## config.mk

```make
export PLATFORM = sky130hd
export DESIGN_NAME = ifetch_unit
export DESIGN_NICKNAME = d
export VERILOG_FILES = /design/src/rtl/ifetch_pkg.sv /design/src/rtl/ifetch_fifo.sv /design/src/rtl/ifetch_unit.sv
export SDC_FILE = /design/constraint.sdc
export NUM_CORES = 1
export LEC_CHECK = 0
export CORE_MARGIN = 2
export CORE_UTILIZATION = 57
export DETAILED_ROUTE_END_ITERATION = 7
export PLACE_DENSITY = 0.84
export SKIP_CTS_REPAIR_TIMING = 1
export SLEW_MARGIN = 20
export SYNTH_ARGS = -nofsm -noshare
export SYNTH_HDL_FRONTEND = slang
export SYNTH_SLANG_ARGS = --single-unit
```

## constraint.sdc

```tcl
create_clock -name clk_i -period 13.5 [get_ports clk_i]
set_clock_uncertainty 0.15 [all_clocks]
set_input_delay 1.35 -clock clk_i [delete_from_list [all_inputs] [get_ports clk_i]]
set_output_delay 1.35 -clock clk_i [all_outputs]
set_load 0.005 [all_outputs]
```

## src/rtl/ifetch_pkg.sv

```systemverilog
// Shared types and constants for the instruction fetch unit.
package ifetch_pkg;

    localparam int unsigned INSTR_W     = 32;
    localparam int unsigned IMEM_ADDR_W = 32;
    localparam int unsigned PC_STEP     = 4;

    // Fetch control states; FAULT is only reachable with the misalign check built in.
    typedef enum logic [1:0] {
        IDLE  = 2'd0,
        FETCH = 2'd1,
        FAULT = 2'd2
    } ifetch_state_t;

endpackage

```

## src/rtl/ifetch_fifo.sv

```systemverilog
// Instruction buffer: circular FIFO of {pc, instr} entries with synchronous
// flush. Push and pop may happen in the same cycle, including when full.
module ifetch_fifo
    import ifetch_pkg::*;
#(
    parameter int unsigned DEPTH = 4,
    parameter int unsigned PC_W  = 64,
    localparam int unsigned CNT_W = $clog2(DEPTH) + 1
) (
    input  logic               clk_i,
    input  logic               aresetn_i,
    input  logic               flush_i,
    input  logic               push_i,
    input  logic [PC_W-1:0]    push_pc_i,
    input  logic [INSTR_W-1:0] push_instr_i,
    input  logic               pop_i,
    output logic [PC_W-1:0]    head_pc_o,
    output logic [INSTR_W-1:0] head_instr_o,
    output logic               full_o,
    output logic               empty_o,
    output logic [CNT_W-1:0]   count_o
);

    localparam int unsigned PTR_W   = $clog2(DEPTH);
    localparam int unsigned ENTRY_W = PC_W + INSTR_W;

    logic [ENTRY_W-1:0] mem_q [DEPTH];
    logic [PTR_W-1:0]   rd_ptr_q;
    logic [PTR_W-1:0]   wr_ptr_q;
    logic [CNT_W-1:0]   count_q;
    logic               do_push;
    logic               do_pop;

    assign full_o  = (count_q == CNT_W'(DEPTH));
    assign empty_o = (count_q == '0);
    assign count_o = count_q;

    // A full FIFO only accepts a push when the head leaves in the same cycle.
    assign do_push = push_i && (!full_o || pop_i);
    assign do_pop  = pop_i && !empty_o;

    assign {head_pc_o, head_instr_o} = mem_q[rd_ptr_q];

    // Entry storage; cleared on reset so the head reads zero.
    always_ff @(posedge clk_i) begin
        if (!aresetn_i) begin
            for (int unsigned i = 0; i < DEPTH; i++) begin
                mem_q[i] <= '0;
            end
        end else if (do_push && !flush_i) begin
            mem_q[wr_ptr_q] <= {push_pc_i, push_instr_i};
        end
    end

    // Pointers and occupancy; flush empties the buffer without touching storage.
    always_ff @(posedge clk_i) begin
        if (!aresetn_i) begin
            rd_ptr_q <= '0;
            wr_ptr_q <= '0;
            count_q  <= '0;
        end else if (flush_i) begin
            rd_ptr_q <= '0;
            wr_ptr_q <= '0;
            count_q  <= '0;
        end else begin
            if (do_push) begin
                wr_ptr_q <= wr_ptr_q + PTR_W'(1);
            end
            if (do_pop) begin
                rd_ptr_q <= rd_ptr_q + PTR_W'(1);
            end
            case ({do_push, do_pop})
                2'b10:   count_q <= count_q + CNT_W'(1);
                2'b01:   count_q <= count_q - CNT_W'(1);
                default: count_q <= count_q;
            endcase
        end
    end

endmodule

```

## src/rtl/ifetch_unit.sv

```systemverilog
// Instruction fetch unit: issues sequential word reads to a one-cycle-latency
// instruction memory, buffers responses and hands them to decode with a
// valid/ready handshake. Redirects flush the buffer and restart fetch.
// Optional build macro IFETCH_MISALIGN_CHECK_EN: a redirect to a non-word
// aligned target raises a sticky fault and stops fetch. Without it the
// target's low two bits are ignored.
module ifetch_unit
    import ifetch_pkg::*;
#(
    parameter int unsigned    XLEN       = 64,
    parameter logic [XLEN-1:0] RESET_PC  = '0,
    parameter int unsigned    FIFO_DEPTH = 4
) (
    input  logic                   clk_i,
    input  logic                   aresetn_i,
    output logic                   imem_req_o,
    output logic [IMEM_ADDR_W-1:0] imem_addr_o,
    input  logic [INSTR_W-1:0]     imem_instr_i,
    input  logic                   redirect_i,
    input  logic [XLEN-1:0]        redirect_pc_i,
    output logic                   valid_o,
    input  logic                   ready_i,
    output logic [INSTR_W-1:0]     instr_o,
    output logic [XLEN-1:0]        pc_o,
    output logic                   fault_o
);

    localparam int unsigned CNT_W = $clog2(FIFO_DEPTH) + 1;
    localparam int unsigned OCC_W = CNT_W + 1;

    ifetch_state_t state_q;
    ifetch_state_t state_d;

    logic [XLEN-1:0]  fetch_pc_q;
    logic [XLEN-1:0]  fetch_pc_d;
    logic [XLEN-1:0]  req_pc_q;
    logic             resp_pend_q;
    logic [XLEN-1:0]  redirect_tgt;
    logic             misalign;
    logic             take_redirect;
    logic             has_room;
    logic [OCC_W-1:0] occupancy;

    logic             fifo_push;
    logic             fifo_pop;
    logic             fifo_flush;
    logic             fifo_full;
    logic             fifo_empty;
    logic [CNT_W-1:0] fifo_count;

`ifdef IFETCH_MISALIGN_CHECK_EN
    logic fault_q;

    assign misalign     = (redirect_pc_i[1:0] != 2'b00);
    assign redirect_tgt = redirect_pc_i;

    // Sticky fault flag, raised together with the move into FAULT.
    always_ff @(posedge clk_i) begin
        if (!aresetn_i) begin
            fault_q <= 1'b0;
        end else if (state_d == FAULT) begin
            fault_q <= 1'b1;
        end
    end

    assign fault_o = fault_q;
`else
    assign misalign     = 1'b0;
    assign redirect_tgt = redirect_pc_i & ~XLEN'(3);
    assign fault_o      = 1'b0;
`endif

    // Entries plus the response still on its way must fit in the buffer.
    assign occupancy     = OCC_W'(fifo_count) + OCC_W'(resp_pend_q);
    assign has_room      = (occupancy < OCC_W'(FIFO_DEPTH));
    assign take_redirect = redirect_i && (state_q != FAULT);

    assign imem_addr_o = IMEM_ADDR_W'(fetch_pc_q >> 2);

    // State register.
    always_ff @(posedge clk_i) begin
        if (!aresetn_i) begin
            state_q <= IDLE;
        end else begin
            state_q <= state_d;
        end
    end

    // Next state plus request, handshake and buffer control.
    always_comb begin
        state_d    = state_q;
        imem_req_o = 1'b0;
        valid_o    = 1'b0;
        fifo_push  = 1'b0;
        fifo_pop   = 1'b0;
        fifo_flush = 1'b0;
        case (state_q)
            IDLE: begin
                state_d    = FETCH;
                fifo_flush = redirect_i;
            end
            FETCH: begin
                imem_req_o = !redirect_i && has_room;
                valid_o    = !redirect_i && !fifo_empty;
                fifo_pop   = valid_o && ready_i;
                // A redirect kills the response arriving this cycle.
                fifo_push  = resp_pend_q && !redirect_i;
                fifo_flush = redirect_i;
                if (redirect_i && misalign) begin
                    state_d = FAULT;
                end
            end
            FAULT: begin
                state_d = FAULT;
            end
            default: begin
                state_d = IDLE;
            end
        endcase
    end

    // Fetch PC: redirect target wins, otherwise step past each issued request.
    always_comb begin
        fetch_pc_d = fetch_pc_q;
        if (take_redirect) begin
            fetch_pc_d = redirect_tgt;
        end else if (imem_req_o) begin
            fetch_pc_d = fetch_pc_q + XLEN'(PC_STEP);
        end
    end

    // Fetch PC and the PC/pending flag of the request awaiting its response.
    always_ff @(posedge clk_i) begin
        if (!aresetn_i) begin
            fetch_pc_q  <= RESET_PC;
            req_pc_q    <= '0;
            resp_pend_q <= 1'b0;
        end else begin
            fetch_pc_q  <= fetch_pc_d;
            resp_pend_q <= imem_req_o;
            if (imem_req_o) begin
                req_pc_q <= fetch_pc_q;
            end
        end
    end

    ifetch_fifo #(
        .DEPTH (FIFO_DEPTH),
        .PC_W  (XLEN)
    ) u_fifo (
        .clk_i        (clk_i),
        .aresetn_i    (aresetn_i),
        .flush_i      (fifo_flush),
        .push_i       (fifo_push),
        .push_pc_i    (req_pc_q),
        .push_instr_i (imem_instr_i),
        .pop_i        (fifo_pop),
        .head_pc_o    (pc_o),
        .head_instr_o (instr_o),
        .full_o       (fifo_full),
        .empty_o      (fifo_empty),
        .count_o      (fifo_count)
    );

    // Request gating keeps pushes within capacity; a push into a full,
    // non-draining buffer would lose an instruction.
    always_ff @(posedge clk_i) begin
        if (aresetn_i) begin
            assert (!(fifo_push && fifo_full && !fifo_pop))
                else $error("ifetch_fifo overflow");
        end
    end

endmodule

```

# After elaboration in Yosys (flattened, before gate mapping)
# Memory sizes are Yosys's and may differ from the RTL's. A register that Yosys moved wholly into a read port is not among the register bits.
# Cells that the tools add are included.
[word_totals]
wordCells = 62
out_inout_bits = 131
mem_count = 1
reg_bits = 138
ram_bits = 384
[classes]
mux = 18
magnitude_cmp = 1
bitwise_logic = 1
n_eq_ne = 6
n_reduce_logical = 21
n_addsub = 6
[mem_list]
columns = ["name", "words", "width", "read_ports", "rd_clocked_by_memory_dff", "write_ports", "line_no", "text"]
rows = [
  ["u_fifo.mem_q", 4, 96, 1, 1, 4, "ifetch_fifo.sv:27", "logic [ENTRY_W-1:0] mem_q [DEPTH];"],
]
[op_table]
columns = ["cell", "n"]
rows = [
  ["$mux W64", 2],
  ["$mux W96", 1],
  ["$reduce_or A96 Y1", 1],
  ["$add A64 B3 Y64 const B", 1],
  ["$mux W1", 10],
  ["$logic_and A1 B1 Y1", 8],
  ["$mux W2", 3],
  ["$pmux W2 S3", 1],
  ["$pmux W3 S2", 1],
  ["$reduce_or A2 Y1", 3],
  ["$add A2 B1 Y2 const B", 2],
  ["$add A3 B1 Y4", 1],
  ["$eq A2 B1 Y1 const B", 2],
  ["$eq A2 B2 Y1 const B", 2],
  ["$logic_not A1 Y1", 4],
  ["$lt A4 B3 Y1 const B", 1],
  ["$reduce_bool A2 Y1", 2],
  ["$add A3 B1 Y3 const B", 1],
  ["$eq A3 B3 Y1 const B", 1],
  ["$logic_not A3 Y1", 1],
  ["$sub A3 B1 Y3 const B", 1],
  ["$logic_not A2 Y1", 1],
  ["$ne A2 B2 Y1 const B", 1],
  ["$logic_or A1 B1 Y1", 1],
  ["$not A1 Y1", 1],
]

# Longest topological paths before layout
# Gate-level depths: netlist (run 1).
[logic_depth]
depth_word = 13
depth_mapped = 11
mapped_depth_nobuf = 9

# By module
# From an unflattened synthesis (run 1), not the netlist that was laid out.
[hier_totals]
cells_unflattened = 1826
hier_area_um2 = 23207.3
[modules_own_cells]
columns = ["mod", "area_per_inst_um2", "instances", "cells_each"]
rows = [
  ["ifetch_fifo", 16925.0, 1, 995],
  ["ifetch_unit", 6282.3, 1, 831],
]

# Least setup slack after synthesis (run 1)
# No wires, ideal clock.
[synth_path]
path_kind = "in2reg"
startpoint = "input port redirect_i"
endpoint = "memory u_fifo.mem_q[0][0] in the netlist's numbering (enable)"
arrival_time_ns = 9.479
stages = 6
path_slack_ns = 3.186
t_required_ns = 12.665
path_buffers = 2
cell_sequence = "nor3b_1 and3_1 clkbuf_1 clkbuf_1 inv_1 o31ai_1"
[synth_rtl]
columns = ["item", "line_no", "text"]
rows = [
  ["start: declaration", "ifetch_unit.sv:19", "input logic redirect_i,"],
  ["end: declaration", "ifetch_fifo.sv:27", ""],
]

==> results.py, run 1 <==
metrics = {
    "cts": {
        "numCtsBuffers": 50,
        "cts_tree": "done",
        "clk_path_buf_depth": 3,
        "cts.sinks": 512,
        "clk_pin_slew_worst_paths_ns": 0.06,
        "h-tree-depth": 2,
        "clockRootBuffer": "clkbuf_16",
        "clkLatencyLatePin_ns": 0.59,
    },
    "grt": {
        "grt_remaining_overflow": 0,
        "grt_use_met3_pct": 4.87,
        "grt_pass1_vias": 15100,
        "groute.usage.overall_pct": 27.3,
        "grt_first_pass_wirelength_mm": 86.4,
        "use_met2_pct": 46.5,
        "use_met1_pct": 36.2,
        "grt_max_degree": 99,
        "grt_antenna_before_repair": 0,
        "busiest_layer": "met2",
    },
    "yosys": {
        "synth.avg_cell_area_um2": 12.8,
        "netlist.area_leader.share_pct": 49.8,
        "yosysWarnings": 0,
        "synth_area_leaders": "edfxtp_1, dfxtp_1, mux4_2",
        "yosys-top-cells-count": "edfxtp_1, and2_1, nand2_1",
        "async_flop_share_pct": 0,
        "synth-seq-cells": 512,
        "syn_inst": 1773,
        "synth_ff_type": "edfxtp_1",
        "synth.most_common_cell": "edfxtp_1",
        "synth_area_um2": 22700,
        "synth.distinct_cells": 61,
        "synth_top_area_cell": "edfxtp_1",
        "yosysSeqAreaShare_pct": 61.8,
        "synth_edf_count": 376,
    },
    "worst_setup_path": {
        "cp.arrival_ns": 3.85,
        "cp_max_fo": 40,
        "crit_required_ns": 12.00,
        "worstReg2RegEnd": "u_fifo.mem_q[2][54]$_SDFFCE_PN0P_",
        "reg2reg_from": "state_q[1]$_SDFFE_PN0P_",
        "critPathCapture": "pc_o[29]",
        "endpoint_kind": "output pin",
        "worst-setup-path-type": "reg2out",
        "r2r_cells": 7,
        "crit_path_start_kind": "flip-flop",
        "rrSetupSlack_ns": 9.27,
    },
    "floorplanning": {
        "pin_count": 231,
        "placementRows": 73,
        "die_h_um": 203,
        "core_area_um2": 39500,
        "initial_core_util_pct": 57.4,
        "fp.dieArea_um2": 41400,
        "dieWidth_um": 203,
    },
    "timing": {
        "report.final.slew_viol_count": 0,
        "hold_viol_final": 0,
        "period_share_pct": 39.7,
        "slew_headroom_pct": 31.6,
        "finalSetupViolations": 0,
        "fmaxAchievable_mhz": 187,
        "worst_slack_ns": 8.15,
        "tns_ns": 0,
        "grt_setup_unrepaired": "no",
        "period_minus_slack_ns": 5.35,
        "tightest_slew_ns": 1.02,
    },
    "cells_and_area": {
        "stdcell_area_um2": 26800,
        "syn2layout_area_growth_pct": 18.3,
        "n_antenna_cell": 0,
        "fillerInstances": 2717,
        "finalNonFillerCells": 2484,
        "drive_gt1_share_pct": 12.4,
        "nNetsFinal": 2020,
    },
    "detailed_routing": {
        "drt_first_pass_iters": 5,
        "drt-initial-drc-count": 1458,
        "vias": 15300,
        "route.detailed.drc": 0,
        "routedWlPerCell_um": 22.7,
        "viasPerCell": 6.16,
        "detail-route-antenna-nets": 0,
        "wl_mm": 56.4,
    },
    "power_and_ir_drop": {
        "p_leak_nw": 9.53,
        "power.total_mw": 3.40,
        "p_per_area_nw_per_um2": 127,
        "ir_drop_uv": 95.1,
    },
    "placement": {
        "dp_worst_setup_slack_ns": 7.72,
        "gp_congestion": 0.826,
        "dpl_cell_area_um2": 25100,
        "dp_hpwl_mm": 32.9,
        "io_buffers": 225,
        "dpl.cell_count": 2389,
    },
    "min_path": {
        "holdCritPathClass": "reg2reg",
    },
    "status": {
        "status": "finished, final reports clean",
    },
    "run": {
        "maxCapViolations": 0,
    },
}
==> logic make-up (layout without fill, tap and decap cells) <==
logic type | count (synthesis) | after routing | synth area share (%)
XOR/XNOR | 29 | 29 | 1.12
buffers and inverters | 173 | 357 | 3.52
other | 1 | 3 | 0.0165
adder cells (fa/ha/maj) | 3 | 3 | 0.199
AND/OR/NAND/NOR | 753 | 753 | 18.6
AO/OA/AOI/OAI | 202 | 202 | 5.14
multiplexers | 100 | 100 | 9.63
flip-flops | 512 | 512 | 61.8
==> where the power goes <==
part	switching (mW)	internal [mW]
logic	0.104	0.0912
clock network	0.589	0.835
registers	0.0403	1.74
total	0.733	2.67
==> worst min path at each step <==
stage | depth (start not counted) | startpoint | endpoint | slack (ns)
after floorplan | 1 | state_q[1]$_SDFFE_PN0P_ | state_q[0]$_SDFFE_PN0P_ | 0.28
after global placement | 1 | state_q[1]$_SDFFE_PN0P_ | state_q[0]$_SDFFE_PN0P_ | 0.29
after detailed placement | 1 | state_q[1]$_SDFFE_PN0P_ | state_q[0]$_SDFFE_PN0P_ | 0.30
after CTS | 1 | state_q[1]$_SDFFE_PN0P_ | state_q[0]$_SDFFE_PN0P_ | 0.31
after global routing | 1 | state_q[1]$_SDFFE_PN0P_ | state_q[0]$_SDFFE_PN0P_ | 0.35
final | 1 | state_q[1]$_SDFFE_PN0P_ | state_q[0]$_SDFFE_PN0P_ | 0.32
==> worst max-delay path, stage by stage, from the launching register on <==
cell and delay (ns):
dfxtp_4 0.62, buf_4 0.67, buf_4 0.79, mux4_2 0.65
clkdlybuf4s50_1 0.51
==> sequential cells by signal, summed over array words and instances (netlist names), named ones only <==
register / cells
fetch_pc_q: 62
state_q: 2
u_fifo.wr_ptr_q: 2
u_fifo.count_o: 3
resp_pend_q: 1
u_fifo.mem_q: 376
req_pc_q: 62
u_fifo.rd_ptr_q: 2
==> cell usage in the layout (no fill, tap or decap), drive strengths merged, types with 7 or more instances in the layout <==
| cell type | n |
|---|---|
| and2 | 290 |
| o31ai | 9 |
| a31oi | 15 |
| nand4 | 37 |
| clkdlybuf4s50 | 224 |
| nor2 | 34 |
| or4 | 19 |
| clkinv | 16 |
| mux4 | 94 |
| and4 | 7 |
| a211oi | 7 |
| and3 | 109 |
| xnor2 | 14 |
| dfxtp | 136 |
| nor4 | 14 |
| a21oi | 93 |
| inv | 12 |
| or3 | 7 |
| nand3 | 36 |
| o21ai | 51 |
| nor3 | 21 |
| xor2 | 15 |
| nand2 | 164 |
| buf | 28 |
| edfxtp | 376 |
| clkbuf | 73 |
==> layout make-up <==
type | instances | area (µm²) | area share [%]
Clock buffer | 73 | 1510 | 5.64
Clock inverter | 21 | 178 | 0.662
Inverter | 11 | 41.3 | 0.154
Multi-Input combinational cell | 1090 | 7950 | 29.6
Sequential cell | 512 | 14000 | 52.2
Tap cell | 525 | 657 | 2.45
Timing Repair Buffer | 252 | 2480 | 9.24
==> metal layers <==
layer | part of all wire, % | up-vias
met5 | 0 | -
met4 | 2.8 | 0
met3 | 8.7 | 120
met2 | 50 | 747
met1 | 38 | 7615
li1 | - | 6819
==> metrics by stage <==
| step | utilization, % | hold slack (ns) |
|---|---|---|
| 4_1_cts | 67.8 | 0.314 |
| 5_1_grt | 67.9 | 0.350 |
| 3_3_place_gp | 63.5 | 0.286 |
| 6_report | 67.9 | 0.316 |
| 2_1_floorplan | - | 0.277 |
| 3_5_place_dp | 63.5 | 0.300 |
Note: power is estimated with default switching activity, not from simulation.
==> inputs of run 2 (changes only) <==
CORE_UTILIZATION = 52   (was 57)
PLACE_DENSITY = 0.81   (was 0.84)
clock period = 4.6 ns   (was 13.5 ns; I/O delays follow)
==> run 2 against run 1 <==
Effect of this change:
- sequential power rose to 2.9 times the previous value
- register-to-register slack got worse by 7.9 ns
- flip-flop and latch count did not move
- clock-buffer cell count did not move
- cell area rose by 1.3%
- critical path type unchanged
- largest power group unchanged
- highest routed layer unchanged
==> results.py, run 2 (synthesis gave the netlist of run 1 again) <==
metrics = {
    "worst_setup_path": {
        "cp_max_fo": 38,
        "worst-setup-path-type": "reg2out",
        "endpoint_kind": "output pin",
        "path_buf_inv": 2,
        "rrSetupSlack_ns": 1.36,
        "cp_slowest_cell": "dfxtp_4",
        "crit_family": "buffers and inverters",
        "crit_path_start_kind": "flip-flop",
        "crit_chain": "buf_12 -> mux4_2 -> clkdlybuf4s50_1",
        "cp.arrival_ns": 2.83,
        "crit_required_ns": 3.99,
        "worstReg2RegEnd": "u_fifo.count_o[2]$_SDFFE_PP0P_",
        "crit_path_max_incr_delay_ns": 0.75,
        "r2r_cells": 9,
        "reg2reg_from": "u_fifo.count_o[2]$_SDFFE_PP0P_",
    },
    "grt": {
        "grt_first_pass_wirelength_mm": 87.4,
        "grt_pass1_vias": 15200,
        "grt_antenna_before_repair": 0,
        "grt_remaining_overflow": 0,
        "groute.usage.overall_pct": 25.4,
        "grt_max_degree": 101,
    },
    "floorplanning": {
        "placementRows": 76,
        "dieWidth_um": 213,
        "fp.dieArea_um2": 45300,
        "core_area_um2": 43100,
        "die_h_um": 213,
        "initial_core_util_pct": 52.7,
        "pin_count": 231,
    },
    "timing": {
        "tightest_slew_ns": 0.998,
        "period_share_pct": 74.8,
        "worst_slack_ns": 1.16,
        "hold_viol_final": 0,
        "finalSetupViolations": 0,
        "report.final.slew_viol_count": 0,
        "tns_ns": 0,
        "slew_headroom_pct": 33.5,
        "grt_setup_unrepaired": "no",
        "period_minus_slack_ns": 3.44,
        "fmaxAchievable_mhz": 291,
    },
    "cts": {
        "clk_path_buf_depth": 3,
        "clockRootBuffer": "clkbuf_16",
        "numCtsBuffers": 50,
        "clk_pin_slew_worst_paths_ns": 0.06,
        "cts.sinks": 512,
        "cts_tree": "done",
        "clkLatencyLatePin_ns": 0.60,
        "h-tree-depth": 2,
    },
    "cells_and_area": {
        "n_antenna_cell": 0,
        "top_regs": "u_fifo.mem_q (376), fetch_pc_q (62), req_pc_q (62)",
        "syn2layout_area_growth_pct": 19.9,
        "finalNonFillerCells": 2548,
        "final_cell_mix": "edfxtp_1, and2_1, clkdlybuf4s50_1, nand2_1, dfxtp_1",
        "layout_commonest_cell": "edfxtp_1",
        "final_core_util_pct": 63.1,
        "drive_gt1_share_pct": 12.6,
        "largest_reg_flops": 376,
        "nNetsFinal": 2027,
        "largest_register": "u_fifo.mem_q",
    },
    "detailed_routing": {
        "drt-initial-drc-count": 1652,
        "routedWlPerCell_um": 22.5,
        "drt_first_pass_iters": 7,
        "viasPerCell": 5.96,
        "route.detailed.drc": 0,
        "detail-route-antenna-nets": 0,
        "wl_mm": 57.4,
        "vias": 15200,
    },
    "power_and_ir_drop": {
        "power.total_mw": 10.1,
        "p_per_area_nw_per_um2": 371,
        "ir_drop_uv": 256,
        "p_leak_nw": 9.63,
    },
    "placement": {
        "io_buffers": 225,
        "gp_congestion": 0.912,
        "dpl.cell_count": 2457,
        "dp_hpwl_mm": 34.6,
        "dp_worst_setup_slack_ns": 0.872,
    },
    "min_path": {
        "holdPathStages": 3,
        "holdCritPathClass": "in2reg",
        "holdCritStartpoint": "redirect_pc_i[21]",
        "worstHoldEndpoint": "fetch_pc_q[21]$_SDFFE_PN0P_",
    },
    "status": {
        "status": "finished, final reports clean",
    },
    "run": {
        "maxCapViolations": 0,
    },
}
run 2: changes by cell type in the layout (fill, tap and decap cells not counted), moves of 2 or more:
cell,change
clkbuf_1,+3
buf_4,-9
buf_12,+18
clkinv_1,-5
clkbuf_4,-3
clkinv_8,+2
run 2: metrics by stage:
step | hold slack, ns | area [µm²]
after CTS | 0.279 | 27200
final | 0.315 | 27200
after detailed placement | 0.308 | 25500
after global routing | 0.331 | 27200
after global placement | 0.294 | 25500
after floorplan | 0.286 | 22700
run 2: cell type report:
| cell class | count | area (µm²) |
|---|---|---|
| Clock buffer | 73 | 1500 |
| Clock inverter | 18 | 219 |
| Fill cell | 3152 | 15900 |
| Inverter | 11 | 41.3 |
| Multi-Input combinational cell | 1090 | 7960 |
| Sequential cell | 512 | 14000 |
| Tap cell | 585 | 732 |
| Timing Repair Buffer | 259 | 2730 |
run 2: tightest hold or removal path: cells and delay by family:
family | cells | cell delay, ns
compound gates | 1 | 0.06
simple gates | 1 | 0.07
buf+inv | 1 | 0.40
run 2: how the worst max path moves through the flow:
stage                                        to  slack [ns]  cells after the start
2_1_floorplan  u_fifo.mem_q[1][0]$_SDFFCE_PN0P_        0.06                      6
5_1_grt                                 pc_o[3]        0.98                      3
6_report                                pc_o[2]        1.16                      3
3_5_place_dp        fetch_pc_q[63]$_SDFFE_PN0P_        0.87                      7
4_1_cts                                 pc_o[5]        1.07                      3
3_3_place_gp        fetch_pc_q[63]$_SDFFE_PN0P_        0.93                      7
run 2: power breakdown:
part	internal, mW	switching (mW)	total [mW]
Clock	2.50	1.75	4.25
Combinational	0.284	0.313	0.597
Sequential	5.11	0.120	5.23
run 2: metal layers:
metal  GRT usage (%)  part of all wire [%]  up-vias
met5               0                     0        -
met3            4.09                   7.2       84
met2            43.6                    50      672
met4            7.81                   2.3        0
met1            33.4                    41     7613
li1                -                     -     6824
